## src/rtl/lc3_pkg.sv

```systemverilog
// Shared LC-3 encodings for the pipeline controller: opcodes, memaccess states
// and the instruction field layout used for hazard decoding.
package lc3_pkg;

    typedef enum logic [3:0] {
        OP_BR   = 4'h0,
        OP_ADD  = 4'h1,
        OP_LD   = 4'h2,
        OP_ST   = 4'h3,
        OP_JSR  = 4'h4,
        OP_AND  = 4'h5,
        OP_LDR  = 4'h6,
        OP_STR  = 4'h7,
        OP_RTI  = 4'h8,
        OP_NOT  = 4'h9,
        OP_LDI  = 4'hA,
        OP_STI  = 4'hB,
        OP_JMP  = 4'hC,
        OP_RES  = 4'hD,
        OP_LEA  = 4'hE,
        OP_TRAP = 4'hF
    } opcode_t;

    typedef enum logic [1:0] {
        MS_READ  = 2'b00,
        MS_IND   = 2'b01,
        MS_WRITE = 2'b10,
        MS_IDLE  = 2'b11
    } mem_state_t;

    // Operate-format field layout; dr doubles as the BR nzp mask.
    typedef struct packed {
        opcode_t    op;
        logic [2:0] dr;
        logic [2:0] sr1;
        logic       imm_sel;
        logic [1:0] mid;
        logic [2:0] sr2;
    } instr_t;

    localparam int unsigned BR_CNT_W = 3;

    function automatic logic uses_sr2(input opcode_t op, input logic imm_sel);
        return ((op == OP_ADD) || (op == OP_AND)) && !imm_sel;
    endfunction

    function automatic logic is_alu(input opcode_t op);
        return (op == OP_ADD) || (op == OP_AND) || (op == OP_NOT);
    endfunction

    function automatic logic is_load(input opcode_t op);
        return (op == OP_LD) || (op == OP_LDR) || (op == OP_LDI);
    endfunction

endpackage

```

## src/rtl/lc3_hazard_detect.sv

```systemverilog
// Combinational decode/execute register-dependency check: ALU bypass selects
// and load-use detection, per source operand.
module lc3_hazard_detect
    import lc3_pkg::*;
(
    input  logic [15:0] ir,
    input  logic [15:0] ir_exec,
    output logic        bypass_alu_1,
    output logic        bypass_alu_2,
    output logic        load_use_1,
    output logic        load_use_2,
    output logic        load_use
);

    instr_t dec_i;
    instr_t exe_i;
    logic   hit_1;
    logic   hit_2;
    logic   unused_fields;

    assign dec_i = ir;
    assign exe_i = ir_exec;
    assign unused_fields = ^{dec_i.dr, dec_i.mid, exe_i.sr1, exe_i.imm_sel, exe_i.mid, exe_i.sr2};

    always_comb begin
        hit_1        = (exe_i.dr == dec_i.sr1);
        hit_2        = uses_sr2(dec_i.op, dec_i.imm_sel) && (exe_i.dr == dec_i.sr2);
        bypass_alu_1 = is_alu(exe_i.op) && hit_1;
        bypass_alu_2 = is_alu(exe_i.op) && hit_2;
        load_use_1   = is_load(exe_i.op) && hit_1;
        load_use_2   = is_load(exe_i.op) && hit_2;
        load_use     = load_use_1 || load_use_2;
    end

endmodule

```

## src/rtl/lc3_pipe_ctrl.sv

```systemverilog
// LC-3 pipeline sequencing controller: stage enables, operand bypass selects,
// branch freeze counter and the memaccess FSM. Holds control state only.
module lc3_pipe_ctrl
    import lc3_pkg::*;
#(
    parameter int unsigned BR_PENALTY = 3
) (
    input  logic        clk,
    input  logic        rst,
    input  logic        complete_instr,
    input  logic        complete_data,
    input  logic [15:0] imem_dout,
    input  logic [15:0] ir,
    input  logic [15:0] ir_exec,
    input  logic [2:0]  psr,
    output logic        enable_updatepc,
    output logic        enable_fetch,
    output logic        enable_decode,
    output logic        enable_execute,
    output logic        enable_writeback,
    output logic        bypass_alu_1,
    output logic        bypass_alu_2,
    output logic        bypass_mem_1,
    output logic        bypass_mem_2,
    output logic        br_taken,
    output logic [1:0]  mem_state
);

    localparam logic [BR_CNT_W-1:0] BR_LOAD = BR_PENALTY[BR_CNT_W-1:0];

    mem_state_t          state;
    mem_state_t          state_nxt;
    logic                running;
    logic [BR_CNT_W-1:0] br_cnt;
    logic                br_jmp;
    logic                ind_store;
    logic [1:0]          lu_pend;

    opcode_t op_exec;
    opcode_t op_fetch;
    logic    alu_1, alu_2, lu_1, lu_2, lu_any;
    logic    exec_en, pc_ok, br_fire, br_load;
    logic    unused_imem;

    assign op_exec     = opcode_t'(ir_exec[15:12]);
    assign op_fetch    = opcode_t'(imem_dout[15:12]);
    assign unused_imem = ^{imem_dout[11:0], lu_any};
    assign mem_state   = state;

    lc3_hazard_detect u_hazard (
        .ir           (ir),
        .ir_exec      (ir_exec),
        .bypass_alu_1 (alu_1),
        .bypass_alu_2 (alu_2),
        .load_use_1   (lu_1),
        .load_use_2   (lu_2),
        .load_use     (lu_any)
    );

    always_comb begin
        state_nxt        = state;
        exec_en          = running && (state == MS_IDLE);
        pc_ok            = exec_en && complete_instr && (br_cnt == '0);
        br_fire          = exec_en && (br_cnt == BR_CNT_W'(1)) && (br_jmp || (|(ir_exec[11:9] & psr)));
        br_load          = pc_ok && ((op_fetch == OP_BR) || (op_fetch == OP_JMP));

        enable_execute   = exec_en;
        enable_decode    = exec_en && complete_instr;
        enable_fetch     = pc_ok;
        enable_updatepc  = pc_ok || br_fire;
        enable_writeback = running && ((state == MS_IDLE) || ((state == MS_READ) && complete_data));
        br_taken         = br_fire;
        // Memory-forwarded operand takes priority over the ALU forward.
        bypass_mem_1     = exec_en && lu_pend[0];
        bypass_mem_2     = exec_en && lu_pend[1];
        bypass_alu_1     = running && alu_1 && !bypass_mem_1;
        bypass_alu_2     = running && alu_2 && !bypass_mem_2;

        case (state)
            MS_IDLE: begin
                if (exec_en) begin
                    case (op_exec)
                        OP_LD, OP_LDR:  state_nxt = MS_READ;
                        OP_LDI, OP_STI: state_nxt = MS_IND;
                        OP_ST, OP_STR:  state_nxt = MS_WRITE;
                        default:        state_nxt = MS_IDLE;
                    endcase
                end
            end
            MS_IND: begin
                if (complete_data) state_nxt = ind_store ? MS_WRITE : MS_READ;
            end
            MS_READ, MS_WRITE: begin
                if (complete_data) state_nxt = MS_IDLE;
            end
            default: state_nxt = MS_IDLE;
        endcase
    end

    always_ff @(posedge clk or posedge rst) begin
        if (rst) begin
            running   <= 1'b0;
            state     <= MS_IDLE;
            br_cnt    <= '0;
            br_jmp    <= 1'b0;
            ind_store <= 1'b0;
            lu_pend   <= '0;
        end else begin
            running <= 1'b1;
            state   <= state_nxt;
            // ir_exec moves on as the access launches, so remember what the
            // indirect access and any dependent operand need later.
            if (exec_en) begin
                ind_store <= (op_exec == OP_STI);
                lu_pend   <= {lu_2, lu_1};
            end
            if (br_load) begin
                br_cnt <= BR_LOAD;
                br_jmp <= (op_fetch == OP_JMP);
            end else if (exec_en && (br_cnt != '0)) begin
                br_cnt <= br_cnt - BR_CNT_W'(1);
            end
        end
    end

endmodule

```

## config.mk

```make
export PLATFORM = sky130hd
export DESIGN_NAME = lc3_pipe_ctrl
export DESIGN_NICKNAME = d
export VERILOG_FILES = /design/src/rtl/lc3_pkg.sv /design/src/rtl/lc3_hazard_detect.sv /design/src/rtl/lc3_pipe_ctrl.sv
export SDC_FILE = /design/constraint.sdc
export NUM_CORES = 1
export LEC_CHECK = 0
export CAP_MARGIN = 20
export CORE_MARGIN = 2
export CORE_UTILIZATION = 34
export CTS_CLUSTER_SIZE = 25
export DETAILED_ROUTE_END_ITERATION = 8
export GPL_ROUTABILITY_DRIVEN = 0
export PLACE_DENSITY = 0.87
export SLEW_MARGIN = 20
export SYNTH_ARGS = -nofsm -noshare
export SYNTH_HDL_FRONTEND = slang
export SYNTH_HIERARCHICAL = 1
export SYNTH_SLANG_ARGS = --single-unit
```

## constraint.sdc

```tcl
create_clock -name clk -period 4.6 [get_ports clk]
set_clock_uncertainty 0.1 [all_clocks]
set_input_delay 0.92 -clock clk [delete_from_list [all_inputs] [get_ports clk]]
set_output_delay 0.92 -clock clk [all_outputs]
set_load 0.05 [all_outputs]
```

-- After elaboration in Yosys (flattened, before gate mapping)
Cells that the tools add are included.
- register bits: 10
- input port bits: 55
- output and inout port bits: 12
- logic and storage cells: 81
- add/sub/neg operators: 1
- equal/unequal tests: 21
- multiplexer cells: 8
- bitwise logic cells: 1
- reductions and logical operators: 44
- operators with widths (operator ; count):
    $logic_and 1x1->1 ; 21
    $eq 4x3->1 const B ; 4
    $eq 4x4->1 const B ; 4
    $pmux 2 s3 ; 2
    $logic_or 1x1->1 ; 9
    $eq 4x1->1 const B ; 2
    $eq 4x2->1 const B ; 2
    $mux 2 ; 4
    $reduce_or 2->1 ; 4
    $eq 3x3->1 ; 2
    $mux 3 ; 2
    $ne 2x2->1 const B ; 3
    $eq 2x2->1 const B ; 2
    $logic_not 4->1 ; 1
    $and 3x3->3 ; 1
    $eq 3x1->1 const B ; 1
    $logic_not 1->1 ; 3
    $logic_not 3->1 ; 1
    $reduce_and 3->1 ; 1
    $reduce_bool 3->1 ; 1
    $reduce_or 3->1 ; 1
    $sub 3x1->3 const B ; 1
    $eq 2x1->1 const B ; 1
    $logic_not 2->1 ; 1
    $reduce_bool 2->1 ; 1

-- Logic depth before layout (Yosys ltp)
- depth after elaboration: 7
- depth in mapped cells: 7

-- By module
Netlist, hierarchy kept.
- by module, submodules not included (module ; instances ; cells each ; area an instance (um^2) ; sequential area each (um^2)):
    lc3_pipe_ctrl ; 1 ; 75 ; 668.1 ; 252.7
    lc3_hazard_detect ; 1 ; 17 ; 117.6 ; 0.0

-- Worst setup path before layout
OpenSTA, ideal clock, no wires.
- kind: input -> output
- start point: in ir[13]
- end point: out bypass_alu_2
- arrival time: 2120 ps
- required time: 3580 ps
- slack: 1460 ps
- stages on the path: 5
- path buffers: 0
- path through: nor4b_2 > nand4_1 > nor2_1 > nand2_1 > nor2_1
- cells in the longest elaborated chain, start to end: 7
- elaborated cells between the ends (all ways): 8
- RTL lines (item ; line ; text):
    from (decl) ; lc3_pipe_ctrl.sv:13 ; input logic [15:0] ir,
    $eq 4x1->1 / $eq 4x3->1 (equally long branches) ; lc3_pkg.sv:44 ; return ((op == OP_ADD) || (op == OP_AND)) && !imm_sel;
    $logic_or 1x1->1 (*) ; lc3_pkg.sv:44 ;
    $logic_and 1x1->1 (*) ; lc3_pkg.sv:44 ;
    $logic_and 1x1->1 (*) ; lc3_hazard_detect.sv:27 ; hit_2 = uses_sr2(dec_i.op, dec_i.imm_sel) && (exe_i.dr == dec_i.sr2);
    $logic_and 1x1->1 (*) ; lc3_hazard_detect.sv:29 ; bypass_alu_2 = is_alu(exe_i.op) && hit_2;
    named net alu_2 ; lc3_pipe_ctrl.sv:41 ; logic alu_1, alu_2, lu_1, lu_2, lu_any;
    $logic_and 1x1->1 (*) (2 in series) ; lc3_pipe_ctrl.sv:77 ; bypass_alu_2 = running && alu_2 && !bypass_mem_2;
    to (decl) ; lc3_pipe_ctrl.sv:22 ; output logic bypass_alu_2,
The timed path passes the listed nets; every way through them passes the cells marked *.

-- Worst setup path after layout
- start point: in ir_exec[9]
- end point: out bypass_alu_1
- cells in the longest elaborated chain, start to end: 4
- RTL lines (item ; line ; text):
    from (decl) ; lc3_pipe_ctrl.sv:14 ; input logic [15:0] ir_exec,
    $eq 3x3->1 ; lc3_hazard_detect.sv:26 ; hit_1 = (exe_i.dr == dec_i.sr1);
    $logic_and 1x1->1 ; lc3_hazard_detect.sv:28 ; bypass_alu_1 = is_alu(exe_i.op) && hit_1;
    named net alu_1 ; lc3_pipe_ctrl.sv:41 ;
    $logic_and 1x1->1 (2 in series) ; lc3_pipe_ctrl.sv:76 ; bypass_alu_1 = running && alu_1 && !bypass_mem_1;
    to (decl) ; lc3_pipe_ctrl.sv:21 ; output logic bypass_alu_1,
The timed path passes the listed nets, and every way through them passes these cells.

==> metrics.md <==
| Metric | Value |
|---|---|
| Min setup slack post-route | `0.775 ns` |
| Final critical delay including setup and external delays | `3.82 ns` |
| Clock share of power | `0.161` |
| Die Y-Extent | `51.9 um` |
| CTS H-tree lvls | `1` |
| Met1 routed wirelength after detailed routing | `786 um` |
| Synthesized Nets | `149` |
| RSZ-0062 raised after global routing | `false` |
| Area occupied by multi-input gates | `482 um^2` |
| Footprint of the flip-flops and latches | `253 um^2` |
| Number of global-route vias before repair | `781` |
| Max Cap Violations | `0` |
| Filler cells | `200` |
| Half-perimeter wire length after placement | `1660 um` |
| Max Used Layer | `met4` |
| Routed Wire Length | `1950 um` |
| Power per standard cell area | `408 nW/um^2` |
| Number of antenna violations at the first check in global routing | `0` |
| Quantity of gates resized following cts | `0` |
| Portion of the clock cycle consumed by the worst path in the final layout | `0.832` |
| Number of hold buffers added after cts | `0` |
| Number of setup violations in the final report | `0` |
| Die X-Extent | `51.9 um` |
| Kind of path behind the tightest hold check | `reg -> reg` |
| Final routed DRC violation total | `0` |
| Final antenna-violating net count | `0` |
| Fraction of final layout cells with drive strength greater than 1 | `0.0985` |
| Count of mapped cells out of synthesis | `91` |
| Highest Clock Rate | `261 MHz` |
| Detail-routed net length per standard cell | `12.2 um` |
| Net count of the finished layout | `191` |
| Hold Violations, Final | `0` |
| Layout overhead on the synthesized area | `56.7%` |
| Gate power share | `0.530` |
| Switching power | `217 uW` |
| Clock Latency Late Sink | `0.27 ns` |
| Avg Synthesized Cell Area | `8.58 um^2` |
| Maximum fanout along the worst path | `3` |
| Via count | `790` |
| Port buffer count | `39` |
| Sequential share of power | `0.309` |
| Met2 WL post-DR | `967 um` |
| Placeable core region | `2190 um^2` |
| Worst Path Required | `3.58 ns` |
| CP Data Arrival Time | `2.80 ns` |
| Peak supply drop | `241 uV` |
| Critical setup path kind | `in -> out` |
| Area of all placed cells without fillers | `1220 um^2` |
| Count of warnings emitted by yosys | `6` |
| Pleak | `0.499 nW` |
| Type of element capturing the critical path | `output pin` |
| Area after detailed placement | `1190 um^2` |
| Clock tree from TritonCTS | `yes` |
| Dpl ws | `0.767 ns` |
| Global-route wire length before repair | `3160 um` |
| Outcome | `finished, final reports clean` |
| Sort of element at the start of the critical path | `primary input` |
| Maximum number of pins on one net before global-route repair | `12` |
| Diode insertion count for antenna repair | `0` |
| Clock-pin slew reported for the worst setup and hold paths after clock tree synthesis | `0.07 ns` |
| Final slew viol count | `0` |
| Tightest Pin Transition | `0.503 ns` |
| Site Rows | `17` |
| Sw Ratio | `0.434` |
| Internal portion of total power | `283 uW` |
| Number of DRC violations after detailed-routing iteration 0 | `4` |
| Residual overflow from global routing | `0` |
| Maximum buffer depth of the clock tree | `2` |
| First-pass iteration count of the detailed router | `2` |
| Number of setup buffers added after CTS | `0` |
| Cell Area, Synth | `781 um^2` |
| Sum of negative setup slack | `0 ns` |
| Die area | `2700 um^2` |
| Sink Count | `10` |
| Worst relative slew slack | `0.664` |
| Overall power after layout | `499 uW` |
| GRT Util Overall | `0.159` |
| Count of boundary I/O pins | `67` |
| Met3 wire len | `129 um` |
| Clock root buffer | `sky130_fd_sc_hd__clkbuf_4` |
| Via/cell ratio | `4.94` |
| Starting Density | `0.356` |
| Total clock buffers created by CTS | `3` |
## worst max-delay path: stages
cell	delay, ns
sky130_fd_sc_hd__clkdlybuf4s50_1	0.55
sky130_fd_sc_hd__xnor2_1	0.14
sky130_fd_sc_hd__nand3_1	0.12
sky130_fd_sc_hd__nor2_1	0.12
sky130_fd_sc_hd__nand2_1	0.06
sky130_fd_sc_hd__nor2_1	0.09
sky130_fd_sc_hd__clkdlybuf4s50_1	0.80
## cell usage in the layout, fill, tap and decap left out, drive strengths merged, types with 2 or more instances in the layout
cell type,n
nand3b,2
nand3,4
a31oi,2
ha,3
nand2,15
dfrtp,8
inv,6
a21oi,2
dfstp,2
clkdlybuf4s50,39
and2,4
o21ai,3
xnor2,8
clkbuf,4
nor2,11
## per-layer routing
| metal | GRT usage | vias to the layer above |
|---|---|---|
| li1 | - | 393 |
| met5 | 0 | - |
| met4 | 0.0921 | 0 |
| met2 | 0.297 | 28 |
| met3 | 0.0374 | 7 |
| met1 | 0.158 | 362 |
## flip-flops by register name, summed over array words and instances, names as in the netlist
| signal | flops |
|---|---|
| lu_pend | 2 |
| running | 1 |
| br_cnt | 3 |
| mem_state | 2 |
| br_jmp | 1 |
| ind_store | 1 |
## worst paths after layout
| path | depth (start not counted) | start | slack [ns] | endpoint |
|---|---|---|---|---|
| worst min-delay path | 2 | ind_store | 0.39 | ind_store |
| worst max-delay path | 7 | ir_exec[9] | 0.78 | bypass_alu_1 |
| max in group asynchronous | 2 | rst | 3.25 | mem_state[0] |
| worst min register to register | 2 | ind_store | 0.39 | ind_store |
| worst max register to register | 6 | br_cnt[0] | 2.88 | br_cnt[2] |
| min in group asynchronous | 2 | rst | 0.84 | running |
## area by class of cell
| cell class | instances | share of cell area |
|---|---|---|
| Timing Repair Buffer | 39 | 0.319 |
| Sequential cell | 10 | 0.207 |
| Multi-Input combinational cell | 72 | 0.394 |
| Tap cell | 28 | 0.0286 |
| Inverter | 7 | 0.0225 |
| Clock buffer | 4 | 0.0297 |
## stage by stage
stage / hold WS, ns / util / instances
finish: 0.386 / 0.559 / 160
global route: 0.411 / 0.559 / 160
CTS: 0.393 / 0.559 / 160
detailed placement: 0.377 / 0.542 / 156
global placement: 0.358 / 0.542 / 156
floorplan: 0.337 / - / 91
## power by group through the flow
| stage | registers [mW] | clock network [mW] | logic [mW] |
|---|---|---|---|
| CTS | 0.154 | 0.0828 | 0.267 |
| finish | 0.154 | 0.0805 | 0.264 |
| global placement | 0.154 | 0 | 0.259 |
| global route | 0.161 | 0.0864 | 0.288 |
| floorplan | 0.181 | 0 | 0.161 |
| detailed placement | 0.156 | 0 | 0.266 |
Note: power is estimated with default switching activity, not from simulation.
